## src/rtl/mem_pkg.sv

```systemverilog
// Shared definitions for the load/store unit: RV32I width codes,
// FSM state encoding and default memory map.
package mem_pkg;

    // Default memory map: first mapped byte and size of the backing memory.
    localparam logic [31:0] BASE_ADDR_DEF = 32'h0100_0000;
    localparam int unsigned MEM_BYTES_DEF = 1000000;

    // RV32I funct3 width codes for loads and stores.
    localparam logic [2:0] F3_B  = 3'b000;
    localparam logic [2:0] F3_H  = 3'b001;
    localparam logic [2:0] F3_W  = 3'b010;
    localparam logic [2:0] F3_BU = 3'b100;
    localparam logic [2:0] F3_HU = 3'b101;

    // IDLE accepts requests; RMW_WR is the write half of a sub-word store.
    typedef enum logic {
        ST_IDLE   = 1'b0,
        ST_RMW_WR = 1'b1
    } state_t;

endpackage

```

## src/rtl/load_extend.sv

```systemverilog
// Selects the addressed byte/half from a loaded word and sign- or
// zero-extends it according to the RV32I width code.
module load_extend
    import mem_pkg::*;
(
    input  logic [31:0] word,
    input  logic [1:0]  addr_lo,
    input  logic [2:0]  funct3,
    output logic [31:0] result
);

    logic [7:0]  byte_sel;
    logic [15:0] half_sel;

    // Lane select followed by width-dependent extension.
    always_comb begin
        byte_sel = word[7:0];
        case (addr_lo)
            2'd0: byte_sel = word[7:0];
            2'd1: byte_sel = word[15:8];
            2'd2: byte_sel = word[23:16];
            2'd3: byte_sel = word[31:24];
            default: byte_sel = word[7:0];
        endcase
        half_sel = addr_lo[1] ? word[31:16] : word[15:0];

        result = word;
        case (funct3)
            F3_B:    result = {{24{byte_sel[7]}}, byte_sel};
            F3_H:    result = {{16{half_sel[15]}}, half_sel};
            F3_BU:   result = {24'h0, byte_sel};
            F3_HU:   result = {16'h0, half_sel};
            default: result = word;
        endcase
    end

endmodule

```

## src/rtl/mem_access_unit.sv

```systemverilog
// Load/store unit between execute and a single-ported word memory.
// Loads and word stores complete in one cycle; byte/half stores use a
// two-cycle read-modify-write. Faulting requests never touch memory.
//
// Handshake: a request transfers on a rising edge where req_valid and
// req_ready are both high; upstream holds the request while req_ready is
// low. resp_valid is a single-cycle pulse with no backpressure.
module mem_access_unit
    import mem_pkg::*;
#(
    parameter logic [31:0] BASE_ADDR = BASE_ADDR_DEF,
    parameter int unsigned MEM_BYTES = MEM_BYTES_DEF
) (
    input  logic        clock,
    input  logic        reset,
    input  logic        req_valid,
    output logic        req_ready,
    input  logic        req_is_store,
    input  logic [2:0]  req_funct3,
    input  logic [31:0] req_addr,
    input  logic [31:0] req_wdata,
    input  logic [4:0]  req_rd,
    output logic        resp_valid,
    output logic [31:0] resp_data,
    output logic [4:0]  resp_rd,
    output logic        resp_fault,
    output logic [31:0] mem_address,
    output logic [31:0] mem_wdata,
    input  logic [31:0] mem_rdata,
    output logic        mem_read_write,
    output logic        state_dbg
);

    state_t      state;
    state_t      state_next;

    logic        accept;
    logic        fault;
    logic        misaligned;
    logic        bad_code;
    logic        out_of_range;
    logic        store_word;
    logic        store_rmw;
    logic [32:0] addr_ext;
    logic [32:0] end_addr;
    logic [31:0] aligned_addr;
    logic [31:0] merged;
    logic [31:0] load_result;
    logic [31:0] rmw_addr;
    logic [31:0] rmw_data;

    assign accept       = req_valid & req_ready;
    assign aligned_addr = {req_addr[31:2], 2'b00};
    assign addr_ext     = {1'b0, req_addr};
    // 33-bit end address so addresses near 4 GiB cannot wrap the range test.
    assign end_addr     = {1'b0, BASE_ADDR} + 33'(MEM_BYTES);

    // Fault classification of the presented request.
    always_comb begin
        misaligned   = 1'b0;
        bad_code     = 1'b0;
        out_of_range = 1'b0;
        if ((req_funct3 == F3_H || req_funct3 == F3_HU) && req_addr[0])
            misaligned = 1'b1;
        if (req_funct3 == F3_W && req_addr[1:0] != 2'b00)
            misaligned = 1'b1;
        if (req_funct3 == 3'b011 || req_funct3 == 3'b110 || req_funct3 == 3'b111)
            bad_code = 1'b1;
        if (req_is_store && (req_funct3 == F3_BU || req_funct3 == F3_HU))
            bad_code = 1'b1;
        if (req_addr < BASE_ADDR || (addr_ext + 33'd3) >= end_addr)
            out_of_range = 1'b1;
        fault = misaligned | bad_code | out_of_range;
    end

    assign store_word = accept & req_is_store & ~fault & (req_funct3 == F3_W);
    assign store_rmw  = accept & req_is_store & ~fault & (req_funct3 != F3_W);

    // Merge the low byte/half of the store data into the word just read.
    always_comb begin
        merged = mem_rdata;
        if (req_funct3 == F3_B) begin
            case (req_addr[1:0])
                2'd0: merged[7:0]   = req_wdata[7:0];
                2'd1: merged[15:8]  = req_wdata[7:0];
                2'd2: merged[23:16] = req_wdata[7:0];
                2'd3: merged[31:24] = req_wdata[7:0];
                default: merged = mem_rdata;
            endcase
        end else if (req_addr[1]) begin
            merged[31:16] = req_wdata[15:0];
        end else begin
            merged[15:0] = req_wdata[15:0];
        end
    end

    load_extend u_load_extend (
        .word    (mem_rdata),
        .addr_lo (req_addr[1:0]),
        .funct3  (req_funct3),
        .result  (load_result)
    );

    // State register; reset abandons any pending RMW write.
    always_ff @(posedge clock) begin
        if (reset)
            state <= ST_IDLE;
        else
            state <= state_next;
    end

    // Next-state logic: only a good sub-word store leaves IDLE.
    always_comb begin
        state_next = state;
        case (state)
            ST_IDLE:   if (store_rmw) state_next = ST_RMW_WR;
            ST_RMW_WR: state_next = ST_IDLE;
            default:   state_next = ST_IDLE;
        endcase
    end

    // Output logic: handshake and memory port drive per state.
    always_comb begin
        req_ready      = 1'b0;
        mem_address    = aligned_addr;
        mem_wdata      = req_wdata;
        mem_read_write = 1'b1;
        case (state)
            ST_IDLE: begin
                req_ready      = ~reset;
                mem_address    = store_word ? req_addr : aligned_addr;
                mem_wdata      = req_wdata;
                mem_read_write = ~store_word;
            end
            ST_RMW_WR: begin
                req_ready      = 1'b0;
                mem_address    = rmw_addr;
                mem_wdata      = rmw_data;
                mem_read_write = reset;
            end
            default: begin
                req_ready      = 1'b0;
                mem_read_write = 1'b1;
            end
        endcase
    end

    assign state_dbg = state;

    // Capture the merged word and its aligned address for the write cycle.
    always_ff @(posedge clock) begin
        if (reset) begin
            rmw_addr <= 32'h0;
            rmw_data <= 32'h0;
        end else if (store_rmw) begin
            rmw_addr <= aligned_addr;
            rmw_data <= merged;
        end
    end

    // Response pulse: one cycle after acceptance, or after the RMW write.
    always_ff @(posedge clock) begin
        if (reset) begin
            resp_valid <= 1'b0;
            resp_fault <= 1'b0;
            resp_data  <= 32'h0;
            resp_rd    <= 5'd0;
        end else begin
            resp_valid <= 1'b0;
            resp_fault <= 1'b0;
            resp_data  <= 32'h0;
            resp_rd    <= 5'd0;
            if (state == ST_RMW_WR) begin
                resp_valid <= 1'b1;
            end else if (accept) begin
                if (fault) begin
                    resp_valid <= 1'b1;
                    resp_fault <= 1'b1;
                end else if (!req_is_store) begin
                    resp_valid <= 1'b1;
                    resp_data  <= load_result;
                    resp_rd    <= req_rd;
                end else if (req_funct3 == F3_W) begin
                    resp_valid <= 1'b1;
                end
            end
        end
    end

endmodule

```

## config.mk

```make
export PLATFORM = sky130hd
export DESIGN_NAME = mem_access_unit
export DESIGN_NICKNAME = d
export VERILOG_FILES = /design/src/rtl/mem_pkg.sv /design/src/rtl/load_extend.sv /design/src/rtl/mem_access_unit.sv
export SDC_FILE = /design/constraint.sdc
export NUM_CORES = 1
export LEC_CHECK = 0
export BUFFER_PORTS_ARGS = -buffer_cell sky130_fd_sc_hd__clkbuf_2
export CAP_MARGIN = 5
export CORE_ASPECT_RATIO = 0.5
export CORE_UTILIZATION = 49
export CTS_CLUSTER_DIAMETER = 60
export DETAILED_ROUTE_END_ITERATION = 10
export GPL_TIMING_DRIVEN = 1
export PLACE_DENSITY_LB_ADDON = 0.25
export SLEW_MARGIN = 20
export SYNTH_ARGS = -nofsm -noshare
export SYNTH_HDL_FRONTEND = slang
export SYNTH_SLANG_ARGS = --single-unit
```

## constraint.sdc

```tcl
create_clock -name clock -period 3.95 [get_ports clock]
set_input_delay 0.5925 -clock clock [delete_from_list [all_inputs] [get_ports clock]]
set_output_delay 0.5925 -clock clock [all_outputs]
set_load 0.1 [all_outputs]
```

==> flow_summary.yaml, run 1 <==
place:
  postPlaceCellArea_sq_um: 6560
  pre_cts_ws_ns: 0.440
  detailed_place_hpwl_mm: 11.9
  globalplace.congestion: 0.861
  place.detailed.instances: 941
  io_port_bufs: 211
yosys:
  avgSynthCellArea_sq_um: 8.61
  ys_async_sr_fraction_pct: 0
  synth.cell_area_sq_um: 5430
  synth_enable_flop_cells: 0
  netlist_top_cells_area: "sky130_fd_sc_hd__dfxtp_1 (38%), sky130_fd_sc_hd__mux2_2 (13%), sky130_fd_sc_hd__a21oi_1 (5.5%)"
  postSynth.topFlopCell: "sky130_fd_sc_hd__dfxtp_1"
  synth_largest_area_cell: "sky130_fd_sc_hd__dfxtp_1"
  yosysTopAreaCellShare_pct: 37.6
  syn_inst: 631
  share_of_synthesized_area_occupied_by_flip_flops_and_latches_pct: 37.6
  synth.ff_latch_count: 102
  synth.yosys.warnings: 0
  synth.distinct_cells: 45
hold_path:
  holdPathEnd: "resp_rd[4]"
  min-delay-start: "req_rd[4]"
  number_of_instances_on_the_worst_hold_path: 3
  timing.hold.worst.class: "in2reg"
routing:
  first_pass_iters: 7
  ant_nets: 0
  detail_route.wirelength_mm: 16.2
  route.detailed.vias_per_inst: 5.85
  num_vias: 5598
  detailedRoute.firstIterationViolations: 295
  drt_drc_violations_left: 0
  routed_wire_length_per_instance_um: 16.9
finish:
  insertedDiodeCount: 0
  layout_cells_sized_above_1_pct: 41.9
  finish.utilization_pct: 65.6
  layout.cells.most_common: "sky130_fd_sc_hd__clkbuf_2"
  mostFrequentLayoutCells: "sky130_fd_sc_hd__clkbuf_2 (210), sky130_fd_sc_hd__dfxtp_1 (101), sky130_fd_sc_hd__mux2_2 (62), sky130_fd_sc_hd__a21oi_1 (60), sky130_fd_sc_hd__o21ai_0 (57)"
  areaGrowthSynthToFinish_pct: 26.5
  num-nets-final: 920
  final_area_sq_um: 6870
  post_layout_nonfiller_instances: 957
worst_setup_path:
  timing.critical_path.fanout_max: 6
  timing.critical_path.arrival_ns: 2.82
  critical_path.startpoint: "req_addr[5]"
  path_class: "in2out"
  r2r_cells: 6
  rr_startpoint: "state_dbg"
  worst-r2r-setup-slack_ns: 1.65
  timing.critical_path.required_ns: 3.36
  crit_path_start_kind: "input port"
  regToRegEndpoint: "rmw_addr[8]"
  critPathCaptureType: "primary output"
clocking:
  cts.path.max_buffers: 2
  cts_resized: 0
  h-tree-depth: 3
  numClockSinks: 102
  root_buffer: "sky130_fd_sc_hd__clkbuf_16"
  clock_latency_ns: 0.35
  setup_repair_bufs_after_cts: 0
  tritoncts.num_buffers: 9
  cts.reportedPaths.clkPinSlew_ns: 0.07
  cts_tree: "built"
  hold_buffers: 0
timing:
  worst_hold_slack_ns: 0.449
  timing.slew.headroom_pct: 41.4
  post_route_skew_ns: 0.00910
  maximum_clock_frequency_mhz: 293
  final_ws_setup_ns: 0.533
  report.final.hold_viol_count: 0
  layout_min_cycle_time_ns: 3.42
  fin_crit_sh_pct: 86.5
  final-setup-viol-count: 0
  slew_viol_final: 0
  rsz0062_at_grt: "no"
  setup_total_negative_slack_ns: 0
  tightestPinTransition_ns: 0.879
job:
  drv.max_cap_violation_count: 0
global_routing:
  grt_first_pass_wirelength_mm: 24.9
  grt_start_max_net_pins: 81
  grt_use_total_pct: 27.6
  grt_pass1_vias: 4865
  overflow: 0
  antenna_found_initial: 0
pwr:
  cellLeakagePower_nw: 2.85
  power.density_nw_per_um2: 368
  design_power_total_mw: 2.53
  vdd_drop_max_v: 0.000207
floorplanning:
  coreArea_sq_um: 10500
  die_w_um: 151
  initial_core_util_pct: 51.9
  chipHeight_um: 76.5
  boundaryPins: 214
  die_area_sq_um: 11500
  rows: 26
status:
  outcome: "complete, no violations"
logic make-up after synthesis:
family / after synthesis / share of synthesized area, %
AO/OA/AOI/OAI: 202 / 23.2
AND/OR/NAND/NOR: 181 / 17.8
flip-flops: 102 / 37.6
multiplexers: 79 / 16.0
buffers and inverters: 66 / 5.34
other: 1 / 0.0690
synthesized netlist by cell type (all sizes together) (5+ instances only):
cell and count:
nand3 30, nand4 11, dfxtp 102, o22ai 12, nor2b 25, nor3b 13
a21oi 77, nor4 5, o41ai 16, nand2 48, a31oi 9, o2111ai 9
a22oi 8, inv 8, mux2i 17, nor3 7, clkbuf 46, nor2 29
o21ai 57, mux2 62, buf 12
worst max-delay path by stage:
stage,endpoint,depth (start not counted)
2_1_floorplan,mem_address[31],3
3_3_place_gp,resp_data[15],10
3_5_place_dp,resp_data[15],10
4_1_cts,mem_read_write,9
5_1_grt,mem_read_write,9
6_report,mem_read_write,9
area by class of cell:
type	count	area, sq um
clock buffer	9	225
clock inverter	7	87.6
fill	960	3600
inverter	8	30.0
multi-input combinational	464	3110
sequential	102	2040
tap	140	175
timing repair buffer	227	1200
registers in the layout (all words and copies together) (netlist names):
name,flops
resp_fault,1
resp_rd,5
resp_valid,1
rmw_addr,30
rmw_data,32
resp_data,32
state_dbg,1
per-layer routing:
layer	GRT usage, %	part of all wire [%]
met3	7.01	9.1
met2	44.1	46
met1	37.1	44
met5	0	0
met4	6.30	1.2
power by group:
group | total, mW | switching (mW) | internal (mW)
registers | 1.03 | 0.000298 | 1.03
clock network | 0.930 | 0.422 | 0.507
logic | 0.572 | 0.443 | 0.129
total | 2.53 | 0.865 | 1.67
critical path: stages:
cell and delay, ns:
sky130_fd_sc_hd__clkbuf_2 0.10, sky130_fd_sc_hd__nand4_1 0.22, sky130_fd_sc_hd__nor4_2 0.64, sky130_fd_sc_hd__o2111ai_1 0.21, sky130_fd_sc_hd__a22oi_1 0.31, sky130_fd_sc_hd__nand4_1 0.18, sky130_fd_sc_hd__o21ai_0 0.24, sky130_fd_sc_hd__nand2b_1 0.14
sky130_fd_sc_hd__buf_12 0.19
(Power assumes the default switching activity.)
==> inputs of run 2 (changes only) <==
--- a/config.mk
+++ b/config.mk
@@ -8,11 +8,12 @@
 export BUFFER_PORTS_ARGS = -buffer_cell sky130_fd_sc_hd__clkbuf_2
 export CAP_MARGIN = 5
 export CORE_ASPECT_RATIO = 0.5
-export CORE_UTILIZATION = 49
+export CORE_UTILIZATION = 53
 export CTS_CLUSTER_DIAMETER = 60
 export DETAILED_ROUTE_END_ITERATION = 10
 export GPL_TIMING_DRIVEN = 1
 export PLACE_DENSITY_LB_ADDON = 0.25
+export REMOVE_ABC_BUFFERS = 1
 export SLEW_MARGIN = 20
 export SYNTH_ARGS = -nofsm -noshare
 export SYNTH_HDL_FRONTEND = slang
==> constraint.sdc (replaced) <==
create_clock -name clock -period 4.3 [get_ports clock]
set_input_delay 0.645 -clock clock [delete_from_list [all_inputs] [get_ports clock]]
set_output_delay 0.645 -clock clock [all_outputs]
set_load 0.1 [all_outputs]
==> run 2 against run 1 <==
  * Routed wire length is 1.7% higher
  * Final cell count is 0.94% lower
  * Final area is 0.46% lower
  * Die area is 7.4% lower
  * Global-route usage is 2.7 points higher
  * Clock skew is 0.0023 ns lower
  * Via count is 1.0% higher
  * Worst hold slack better by 0.023 ns
  * First-iteration DRC count is 87% higher
  * Clock-buffer cell count is 2 higher
  * Critical path depth is 1 higher
  * Critical path type unchanged
  * Critical endpoint unchanged
  * Largest cell class unchanged
==> flow_summary.yaml, run 2 (synthesis gave the netlist of run 1 again) <==
status:
  outcome: "complete, no violations"
pwr:
  design_power_total_mw: 2.35
  cellLeakagePower_nw: 2.83
  vdd_drop_max_v: 0.000191
  power.density_nw_per_um2: 344
job:
  drv.max_cap_violation_count: 0
routing:
  routed_wire_length_per_instance_um: 17.4
  detailedRoute.firstIterationViolations: 553
  top_signal_layer_used: "met4"
  detailroute.wirelength.met3_mm: 1.51
  ant_nets: 0
  routed-wl-met2_mm: 7.43
  detail_route.wirelength_mm: 16.5
  met1Wirelength_mm: 7.25
  num_vias: 5656
  route.detailed.vias_per_inst: 5.97
  first_pass_iters: 5
  drt_drc_violations_left: 0
place:
  io_port_bufs: 211
  postPlaceCellArea_sq_um: 6520
  place.detailed.instances: 932
  detailed_place_hpwl_mm: 11.7
  pre_cts_ws_ns: 0.616
  globalplace.congestion: 0.876
clocking:
  root_buffer: "sky130_fd_sc_hd__clkbuf_16"
  h-tree-depth: 3
  cts.path.max_buffers: 2
  cts_tree: "built"
  numClockSinks: 102
  cts_resized: 0
  tritoncts.num_buffers: 9
  cts.reportedPaths.clkPinSlew_ns: 0.07
  hold_buffers: 0
  clock_latency_ns: 0.34
  setup_repair_bufs_after_cts: 0
timing:
  fin_crit_sh_pct: 82.7
  report.final.hold_viol_count: 0
  timing.slew.headroom_pct: 29.9
  post_route_skew_ns: 0.00684
  rsz0062_at_grt: "no"
  maximum_clock_frequency_mhz: 281
  final-setup-viol-count: 0
  layout_min_cycle_time_ns: 3.55
  tightestPinTransition_ns: 1.05
  slew_viol_final: 0
  final_ws_setup_ns: 0.746
finish:
  num-nets-final: 916
  layout_cells_sized_above_1_pct: 41.6
  mostFrequentLayoutCells: "sky130_fd_sc_hd__clkbuf_2 (210), sky130_fd_sc_hd__dfxtp_1 (101), sky130_fd_sc_hd__mux2_2 (62), sky130_fd_sc_hd__a21oi_1 (60), sky130_fd_sc_hd__o21ai_0 (57)"
  fillerInstances: 795
  biggestRegsByFlops: "resp_data x32, rmw_data x32, rmw_addr x30"
  post_layout_nonfiller_instances: 948
  insertedDiodeCount: 0
  final_area_sq_um: 6840
  areaGrowthSynthToFinish_pct: 25.9
  layout.cells.most_common: "sky130_fd_sc_hd__clkbuf_2"
worst_setup_path:
  crit_path_start_kind: "input port"
  timing.critical_path.arrival_ns: 2.91
  r2r_cells: 4
  path_class: "in2out"
  critPathCaptureType: "primary output"
  timing.critical_path.fanout_max: 11
  timing.critical_path.required_ns: 3.65
floorplanning:
  rows: 25
  coreArea_sq_um: 9700
  die_area_sq_um: 10700
  chipHeight_um: 73.6
  die_w_um: 145
  initial_core_util_pct: 56.0
  boundaryPins: 214
hold_path:
  number_of_instances_on_the_worst_hold_path: 2
  timing.hold.worst.class: "reg2reg"
global_routing:
  grt_use_total_pct: 30.3
  grt_pass1_vias: 4994
  grt_first_pass_wirelength_mm: 25.6
  grt_start_max_net_pins: 81
  antenna_found_initial: 0
  overflow: 0
run 2: cell count changes in the layout (fill, tap and decap cells not counted):
| cell | change |
|---|---|
| sky130_fd_sc_hd__nor3_1 | -1 |
| sky130_fd_sc_hd__buf_4 | -3 |
| sky130_fd_sc_hd__inv_8 | -2 |
| sky130_fd_sc_hd__bufinv_16 | +1 |
| sky130_fd_sc_hd__clkinv_2 | +1 |
| sky130_fd_sc_hd__buf_12 | -1 |
| sky130_fd_sc_hd__inv_6 | -2 |
| sky130_fd_sc_hd__nor3_2 | +1 |
| sky130_fd_sc_hd__clkbuf_8 | +1 |
| sky130_fd_sc_hd__clkbuf_1 | +1 |
run 2: per-layer routing:
layer / vias to the layer above / global-route usage, %
met5: - / 0
met4: 0 / 8.19
met3: 23 / 5.59
met2: 307 / 48.0
met1: 2648 / 42.6
li1: 2678 / -
run 2: final cells by class:
| class | count | area [sq um] | share of cell area (%) |
|---|---|---|---|
| Timing Repair Buffer | 223 | 1160 | 17.0 |
| Clock buffer | 11 | 243 | 3.55 |
| Inverter | 8 | 30.0 | 0.439 |
| Tap cell | 135 | 169 | 2.47 |
| Multi-Input combinational cell | 464 | 3110 | 45.5 |
| Clock inverter | 5 | 82.6 | 1.21 |
| Sequential cell | 102 | 2040 | 29.9 |
run 2: path summary, 6_finish.rpt:
kind | start | endpoint | slack (ns)
setup / recovery | req_addr[5] | mem_read_write | 0.75
hold / removal | rmw_addr[16] | rmw_addr[16] | 0.47
setup reg to reg | state_dbg | resp_data[9] | 1.84
hold reg to reg | rmw_addr[16] | rmw_addr[16] | 0.47
run 2: power breakdown:
part | switching (mW) | internal, mW | leakage, nW | total (mW)
combinational | 0.408 | 0.118 | 1.85 | 0.526
sequential | 0.000279 | 0.945 | 0.822 | 0.945
clock | 0.353 | 0.528 | 0.160 | 0.880
run 2: critical path, stage by stage:
cell                       delay [ns]
sky130_fd_sc_hd__clkbuf_2        0.10
sky130_fd_sc_hd__nand4_1         0.22
sky130_fd_sc_hd__or4_4           0.61
sky130_fd_sc_hd__o21a_1          0.22
sky130_fd_sc_hd__a221oi_2        0.28
sky130_fd_sc_hd__nand4_1         0.16
sky130_fd_sc_hd__buf_4           0.20
sky130_fd_sc_hd__o21ai_0         0.17
sky130_fd_sc_hd__nand2b_1        0.12
sky130_fd_sc_hd__buf_12          0.18
run 2: per-stage QoR:
stage | util (%) | hold slack (ns) | TNS, ns
after global placement | 67.1 | 0.446 | 0
after floorplan | - | 0.431 | -119.45
after global routing | 70.6 | 0.491 | 0
after detailed placement | 67.2 | 0.463 | 0
final | 70.6 | 0.471 | 0
after CTS | 70.6 | 0.473 | 0
